[config.mk]
export PLATFORM = sky130hd
export DESIGN_NAME = time_entry_ctrl
export DESIGN_NICKNAME = d
export VERILOG_FILES = /design/src/rtl/time_entry_ctrl.sv
export SDC_FILE = /design/constraint.sdc
export NUM_CORES = 1
export LEC_CHECK = 0
export BUFFER_PORTS_ARGS = -buffer_cell sky130_fd_sc_hd__buf_4
export CAP_MARGIN = 25
export CORE_AREA = 2 2 70 52
export DETAILED_ROUTE_END_ITERATION = 7
export DIE_AREA = 0 0 72 54
export PLACE_DENSITY = 0.78
export SETUP_SLACK_MARGIN = 0.4
export SLEW_MARGIN = 20
export SYNTH_ARGS = -nofsm -noshare
export SYNTH_HDL_FRONTEND = slang
export SYNTH_SLANG_ARGS = --single-unit
[constraint.sdc]
create_clock -name clk -period 2.04 [get_ports clk]
set_clock_uncertainty 0.1 [all_clocks]
set_input_delay 0.306 -clock clk [delete_from_list [all_inputs] [get_ports clk]]
set_output_delay 0.306 -clock clk [all_outputs]
set_load 0.1 [all_outputs]
[src/rtl/time_entry_ctrl.sv]
// Microwave time-entry controller: keypad digit entry, BCD mm:ss countdown,
// door interlock, pause/resume and a timed "done" indication.
module time_entry_ctrl #(
    parameter int unsigned DONE_TICKS = 3
) (
    input  logic       clk,
    input  logic       reset,
    input  logic [3:0] bcd_in,
    input  logic       loadn,
    input  logic       tick_1hz,
    input  logic       startn,
    input  logic       stopn,
    input  logic       clearn,
    input  logic       door_closed,
    output logic       encoder_enablen,
    output logic [3:0] min_units,
    output logic [3:0] sec_tens,
    output logic [3:0] sec_units,
    output logic       magnetron_on,
    output logic       done
);

    localparam int unsigned DIG_W = 4;
    localparam int unsigned BTN_W = 4;
    localparam int unsigned CNT_W = (DONE_TICKS > 1) ? $clog2(DONE_TICKS) : 1;
    localparam logic [CNT_W-1:0] CNT_LAST = CNT_W'(DONE_TICKS - 1);

    typedef enum logic [2:0] {
        S_IDLE,
        S_ENTRY,
        S_COOK,
        S_PAUSE,
        S_DONE
    } state_t;

    state_t             state_q, state_d;
    logic [DIG_W-1:0]   min_q, min_d;
    logic [DIG_W-1:0]   tens_q, tens_d;
    logic [DIG_W-1:0]   units_q, units_d;
    logic [CNT_W-1:0]   cnt_q, cnt_d;
    logic [BTN_W-1:0]   btn_q, btn_d;
    logic               done_q, done_d;
    logic               enc_q, enc_d;

    logic               load_ev, start_ev, stop_ev, clear_ev;
    logic               digit_ok, start_go, start_ok, time_zero;
    logic [DIG_W-1:0]   dec_min, dec_tens, dec_units;
    logic               dec_zero;

    // Button order in the edge register: {loadn, startn, stopn, clearn}
    assign btn_d    = {loadn, startn, stopn, clearn};
    assign load_ev  = btn_q[3] & ~btn_d[3];
    assign start_ev = btn_q[2] & ~btn_d[2];
    assign stop_ev  = btn_q[1] & ~btn_d[1];
    assign clear_ev = btn_q[0] & ~btn_d[0];

    assign time_zero = (min_q == '0) && (tens_q == '0) && (units_q == '0);
    assign digit_ok  = load_ev && (bcd_in <= DIG_W'(9));
    assign start_go  = start_ev && !stop_ev;
    assign start_ok  = start_go && door_closed && !time_zero;

    // One-second BCD decrement; seconds tens wrap to 5 so entered 6..9 still count down
    always_comb begin
        dec_min   = min_q;
        dec_tens  = tens_q;
        dec_units = units_q - DIG_W'(1);
        if (units_q == '0) begin
            dec_units = DIG_W'(9);
            if (tens_q == '0) begin
                dec_tens = DIG_W'(5);
                dec_min  = min_q - DIG_W'(1);
            end else begin
                dec_tens = tens_q - DIG_W'(1);
            end
        end
        dec_zero = (dec_min == '0) && (dec_tens == '0) && (dec_units == '0);
    end

    always_comb begin
        state_d = state_q;
        min_d   = min_q;
        tens_d  = tens_q;
        units_d = units_q;
        cnt_d   = cnt_q;

        if (clear_ev) begin
            state_d = S_IDLE;
            min_d   = '0;
            tens_d  = '0;
            units_d = '0;
            cnt_d   = '0;
        end else begin
            case (state_q)
                S_IDLE: begin
                    if (digit_ok) begin
                        min_d   = tens_q;
                        tens_d  = units_q;
                        units_d = bcd_in;
                        state_d = S_ENTRY;
                    end
                end
                S_ENTRY: begin
                    if (start_ok) begin
                        state_d = S_COOK;
                    end else if (digit_ok) begin
                        min_d   = tens_q;
                        tens_d  = units_q;
                        units_d = bcd_in;
                    end
                end
                S_COOK: begin
                    if (stop_ev || !door_closed) begin
                        state_d = S_PAUSE;
                    end else if (tick_1hz) begin
                        min_d   = dec_min;
                        tens_d  = dec_tens;
                        units_d = dec_units;
                        if (dec_zero) begin
                            state_d = S_DONE;
                            cnt_d   = '0;
                        end
                    end
                end
                S_PAUSE: begin
                    if (start_ok) begin
                        state_d = S_COOK;
                    end
                end
                S_DONE: begin
                    if (start_go) begin
                        state_d = S_IDLE;
                        cnt_d   = '0;
                    end else if (tick_1hz) begin
                        if (cnt_q == CNT_LAST) begin
                            state_d = S_IDLE;
                            cnt_d   = '0;
                        end else begin
                            cnt_d = cnt_q + CNT_W'(1);
                        end
                    end
                end
                default: begin
                    state_d = S_IDLE;
                end
            endcase
        end

        done_d = (state_d == S_DONE);
        enc_d  = !((state_d == S_IDLE) || (state_d == S_ENTRY));
    end

    always_ff @(posedge clk or posedge reset) begin
        if (reset) begin
            state_q <= S_IDLE;
            min_q   <= '0;
            tens_q  <= '0;
            units_q <= '0;
            cnt_q   <= '0;
            btn_q   <= '1;
            done_q  <= 1'b0;
            enc_q   <= 1'b0;
        end else begin
            state_q <= state_d;
            min_q   <= min_d;
            tens_q  <= tens_d;
            units_q <= units_d;
            cnt_q   <= cnt_d;
            btn_q   <= btn_d;
            done_q  <= done_d;
            enc_q   <= enc_d;
        end
    end

    // Heating follows the door and reset with no clock latency
    assign magnetron_on    = (state_q == S_COOK) && door_closed && !reset;
    assign done            = done_q;
    assign encoder_enablen = enc_q;
    assign min_units       = min_q;
    assign sec_tens        = tens_q;
    assign sec_units       = units_q;

endmodule
After elaboration in Yosys (flattened, before gate mapping)
Index checks and enable logic that the tools add are counted.

Div/mod/pow operators: 0. Multiply operators: 0. Shifts and indexed selects: 0. Magnitude comparators: 1. Mux-type cells: 41. Bitwise gates (word level): 8. Reductions and logical operators: 30. Equality and inequality tests: 12. $add $sub $neg: 4.

Operators with widths (number): $mux W4 (20); $pmux W4 S3 (3); $mux W3 (9); $logic_not A4 Y1 (6); $mux W2 (7); $ne A3 B3 Y1 const B (4); $pmux W3 S4 (1); $sub A4 B1 Y4 const B (3); $logic_and A1 B1 Y1 (10); $eq A3 B1 Y1 const B (2); $eq A3 B2 Y1 const B (2); $eq A3 B3 Y1 const B (2); $logic_not A3 Y1 (2); $logic_not A1 Y1 (5); $reduce_and A5 Y1 (1); $and A1 B1 Y1 (4); $le A4 B4 Y1 const B (1); $ne A4 B4 Y1 const B (1); $not A1 Y1 (4); $pmux W2 S2 (1); $reduce_and A4 Y1 (1); $reduce_bool A4 Y1 (1); $reduce_bool A3 Y1 (1); $add A2 B1 Y2 const B (1); 3 further kinds (4).

Bits in read-only memories: 0. Memories: 0. Bits in registers: 23. Input bits: 12. Latch bits: 0. Output and inout bits: 15. Word-level logic and storage cells: 104. Memory bits (writable): 0.

Longest topological paths before layout
Depth after elaboration: 14. Gate-level depth with buffers: 8. Mapped depth without buffers: 7.

Worst setup path before layout
Ideal clock, no wire load.

Kind: register to output. From: register state_q[2]. To: output magnetron_on. Data required time: 1634 ps. Slack: -1748 ps. Path buffers: 3. Cell stages (with the launch flop): 6. Arrival: 3382 ps. Cells stage by stage: dfrtp_1 > clkbuf_1 > or3b_2 > buf_2 > buf_2 > nor3_1.

Longest elaborated chain between the ends: 3.

RTL lines: start: declaration (line 36) `state_t state_q, state_d;`; start signal: assignment (line 163) `state_q <= state_d;`; $eq A3 B2 Y1 (line 175) `assign magnetron_on = (state_q == S_COOK) && door_closed && !reset;`; $logic_and A1 B1 Y1 (2 in a row) (line 175); end: declaration (line 19) `output logic magnetron_on,`.

Every way passes these cells.

Final worst setup path
From: register min_q[1] (netlist: min_units[1]). To: register min_q[2] (netlist: min_units[2]).

Longest elaborated chain between the ends: 7. Elaborated cells on any way between the ends: 14. Those cells by class: add/sub: 1; eq/ne: 1; mux: 6; reduce/logical: 6.

RTL lines: start: declaration (line 37) `logic [DIG_W-1:0] min_q, min_d;`; start signal: assignment (line 164) `min_q <= min_d;`; $sub A4 B1 Y4 or $logic_not A4 Y1 (tied branches) (line 71, 57); $mux W4 or $logic_and A1 B1 Y1 (tied branches) (line 69, 57); $mux W4 or $logic_and A1 B1 Y1 (tied branches) (line 67, 57); $mux W4 or $logic_not A1 Y1 (tied branches) (line 114, 60); $mux W4 or $logic_and A1 B1 Y1 (tied branches) (line 112, 60); $pmux W4 S3 or $ne A3 B3 Y1 (tied branches); $mux W4 or $reduce_and A4 Y1 (tied branches).

Parallel ways exist; a longest one is shown, timed or not. The select of a mux whose other input is x is not followed. A chain may end at the register's enable or synchronous reset.

==> reports/qor.txt <==
Reg2reg end - min_units[2]$_DFFE_PP0P_
Worst Tran Pin Value - 0.7830 ns
Ranking of synthesized cells by area - dfrtp_1 32%, dfstp_2 7.0%, nand2_1 5.0%, a21oi_1 4.3%, o21ai_0 4.3%
Hold WC Path Type - input pin to async pin
Routed via count - 1765
Violated checks - setup timing
1st-pass router iterations - 5
Drt wl/cell - 19.33 µm
Area leader, netlist - dfrtp_1
Width of the die - 72 µm
Slowest CP cell - dfrtp_4
Worst-path fanout max - 6
Cell variety after synth - 48
Clock Pin Slew Worst Setup and Hold Paths - 0.09 ns
Status - finished with violations
Ys Warns - 0
Peak supply drop - 0.0007856 V
Slew Limit Fails - 0
CP bufs+invs - 2
Routed Antenna Nets - 0
First-pass GRT wire length - 7879 µm
Total Negative Setup Slacks - -0.4916 ns
Leakage dissipation - 1.015 nW
CTS buffer count - 3
MaxCap Viol Count - 0
Largest net degree at the start of global routing - 24
Core area - 3311 µm²
Total gr overflow - 0
Final hold violations - 0
Post-Syn Nets - 187
Final setup viols - 11
Root buffer cell - clkbuf_8
Final period util - 104.3%
Ant diodes - 0
Register area share after synthesis - 38.54%
DR top layer - met4
Post-synth top area share - 31.56%
H-tree levels - 1
CP required - 2.10 ns
TritonCTS clock tree - yes
Share of layout cells above drive strength 1 - 54.81%
CP top delay family - compound AO/OA/AOI/OAI gates
Nets@finish - 253
PD cells - 1689 nW/µm²
DRT Wirelength - 5394 µm
Max incr delay on CP - 0.51 ns
Die area - 3888 µm²
Met2 wire len - 2486 µm
Longest Clk Path Bufs - 2
Post-synthesis cell area - 1506 µm²
Fmax achieved - 469.9 MHz
WL met1 - 2347 µm
Rel. slew slack - 47.25%
Most used DFF post-synth - dfrtp_1
Fin crit period - 2.128 ns
Mapped Cells - 174
Setup slack, reg-to-reg - -0.09 ns
CP Launch Type - flop
Crit path kind - flop to flop
Async SR Flop Fraction - 100.0%
P&R area growth vs syn - 58.22%
CP Capture Type - flop
Mapped Avg Cell Area - 8.658 µm²
Worst R2R Path Depth - 8
RSZ-0062 raised after global routing - yes
Worst reg2reg startpoint - min_units[1]$_DFFE_PP0P_
Post-synth EDFFs - 0
PortBufs - 26
Io pins - 27
Met3 wire len - 472 µm
GPL Wtd Cong - 0.8691
Initial antenna violation count - 0
Die height - 54 µm
Rows - 18
Drc violations - 0
All-Layer GR Usage - 26.42%
Avg Vias per Cell - 6.326
Most frequent cells in the layout - 59 x buf_4, 19 x nand2_1, 10 x nor2_1, 10 x a21oi_1, 9 x buf_6
DR iter-0 viols - 191
Synth Register Bits - 23
WP data arrival - 2.19 ns
Final HPWL DP - 3258 µm
Most common cell after layout, fill and taps aside - buf_4
Starting Density - 45.50%
Design Power - 4.026 mW
Number of global-route vias before repair - 1581
Final setup margin - -0.08794 ns
Clk_lat worst skew - 0.27 ns
CP cell instances - inv_4 > ha_4 > nor3b_2 > nand4_1 > buf_4 > a221o_2 > o21ai_2 > a21oi_2
Clk sink count - 23
CTS Hold Bufs - 0
cell usage after synthesis (all sizes together) (2+ instances only):
cell type / number
or3: 2
nand4: 3
o211ai: 6
a32o: 2
o21ai: 17
inv: 6
dfstp: 4
o31ai: 5
nand3: 7
a21oi: 16
nor2b: 4
nor2: 10
and2: 3
dfrtp: 19
a41o: 2
clkbuf: 6
nor3: 7
buf: 6
nor3b: 2
nand2b: 5
nor4: 3
nand2: 20
power breakdown:
part / total (mW) / switching (mW) / internal, mW
Sequential: 0.696 / 0.110 / 0.586
Clock: 0.289 / 0.153 / 0.137
Combinational: 3.04 / 1.83 / 1.21
cells by family (layout without fill, tap and decap cells):
logic type	count (synthesis)	after routing	synth area share, %
simple gates	72	72	26.33
compound gates	60	60	28.82
flops	23	23	38.54
buf+inv	18	83	5.481
fa+ha+maj	1	1	0.8304
how the worst max path moves through the flow:
stage	start	to	slack [ns]	depth (start not counted)
after floorplan	state_q[2]$_DFF_PP0_	magnetron_on	-0.29	5
after global routing	min_units[1]$_DFFE_PP0P_	min_units[2]$_DFFE_PP0P_	-0.14	8
after global placement	state_q[0]$_DFF_PP0_	sec_tens[0]$_DFFE_PP0P_	-0.13	5
after CTS	state_q[0]$_DFF_PP0_	sec_tens[0]$_DFFE_PP0P_	-0.05	6
final	min_units[1]$_DFFE_PP0P_	min_units[2]$_DFFE_PP0P_	-0.09	8
after detailed placement	min_units[1]$_DFFE_PP0P_	sec_tens[0]$_DFFE_PP0P_	-0.14	7
what timing repair did:
action                     CTS  global route
setup buffers                6             4
resized for setup           41            12
setup endpoints to repair   22            21
pin swaps                   23            10
state kept, by name, summed over array words and instances, names as in the netlist:
name             flops
btn_q                4
min_units            4
sec_tens             4
sec_units            4
state_q              3
cnt_q                2
done                 1
encoder_enablen      1
layout make-up:
cell class | instances | area [µm²]
multi-input combinational | 133 | 1018
clock inverter | 1 | 5.005
sequential | 23 | 604.3
tap | 40 | 50.05
timing repair buffer | 73 | 639.4
fill | 218 | 927.1
inverter | 6 | 25.02
clock buffer | 3 | 41.29
routing by layer:
| layer | track usage [%] | up-vias |
|---|---|---|
| met4 | 2.830 | 0 |
| met3 | 4.682 | 17 |
| met2 | 43.83 | 106 |
| met5 | 0 | - |
| li1 | - | 777 |
| met1 | 37.63 | 865 |
worst min-delay path: cells and delay by family:
| kind | cells | cell delay [ns] |
|---|---|---|
| buf+inv | 3 | 0.46 |
metrics by stage:
step	area, µm²	setup WS [ns]	std cells	hold slack [ns]	utilization [%]
2_1_floorplan	1608	-0.2893	174	0.2046	-
3_3_place_gp	2044	-0.1313	265	0.2917	61.75
3_5_place_dp	2044	-0.1360	265	0.2948	61.75
4_1_cts	2296	-0.05269	275	0.007496	69.35
5_1_grt	2384	-0.1429	279	0.02619	72.00
6_report	2384	-0.08794	279	0.004235	72.00
No activity file was read; power rests on OpenSTA's default activity.
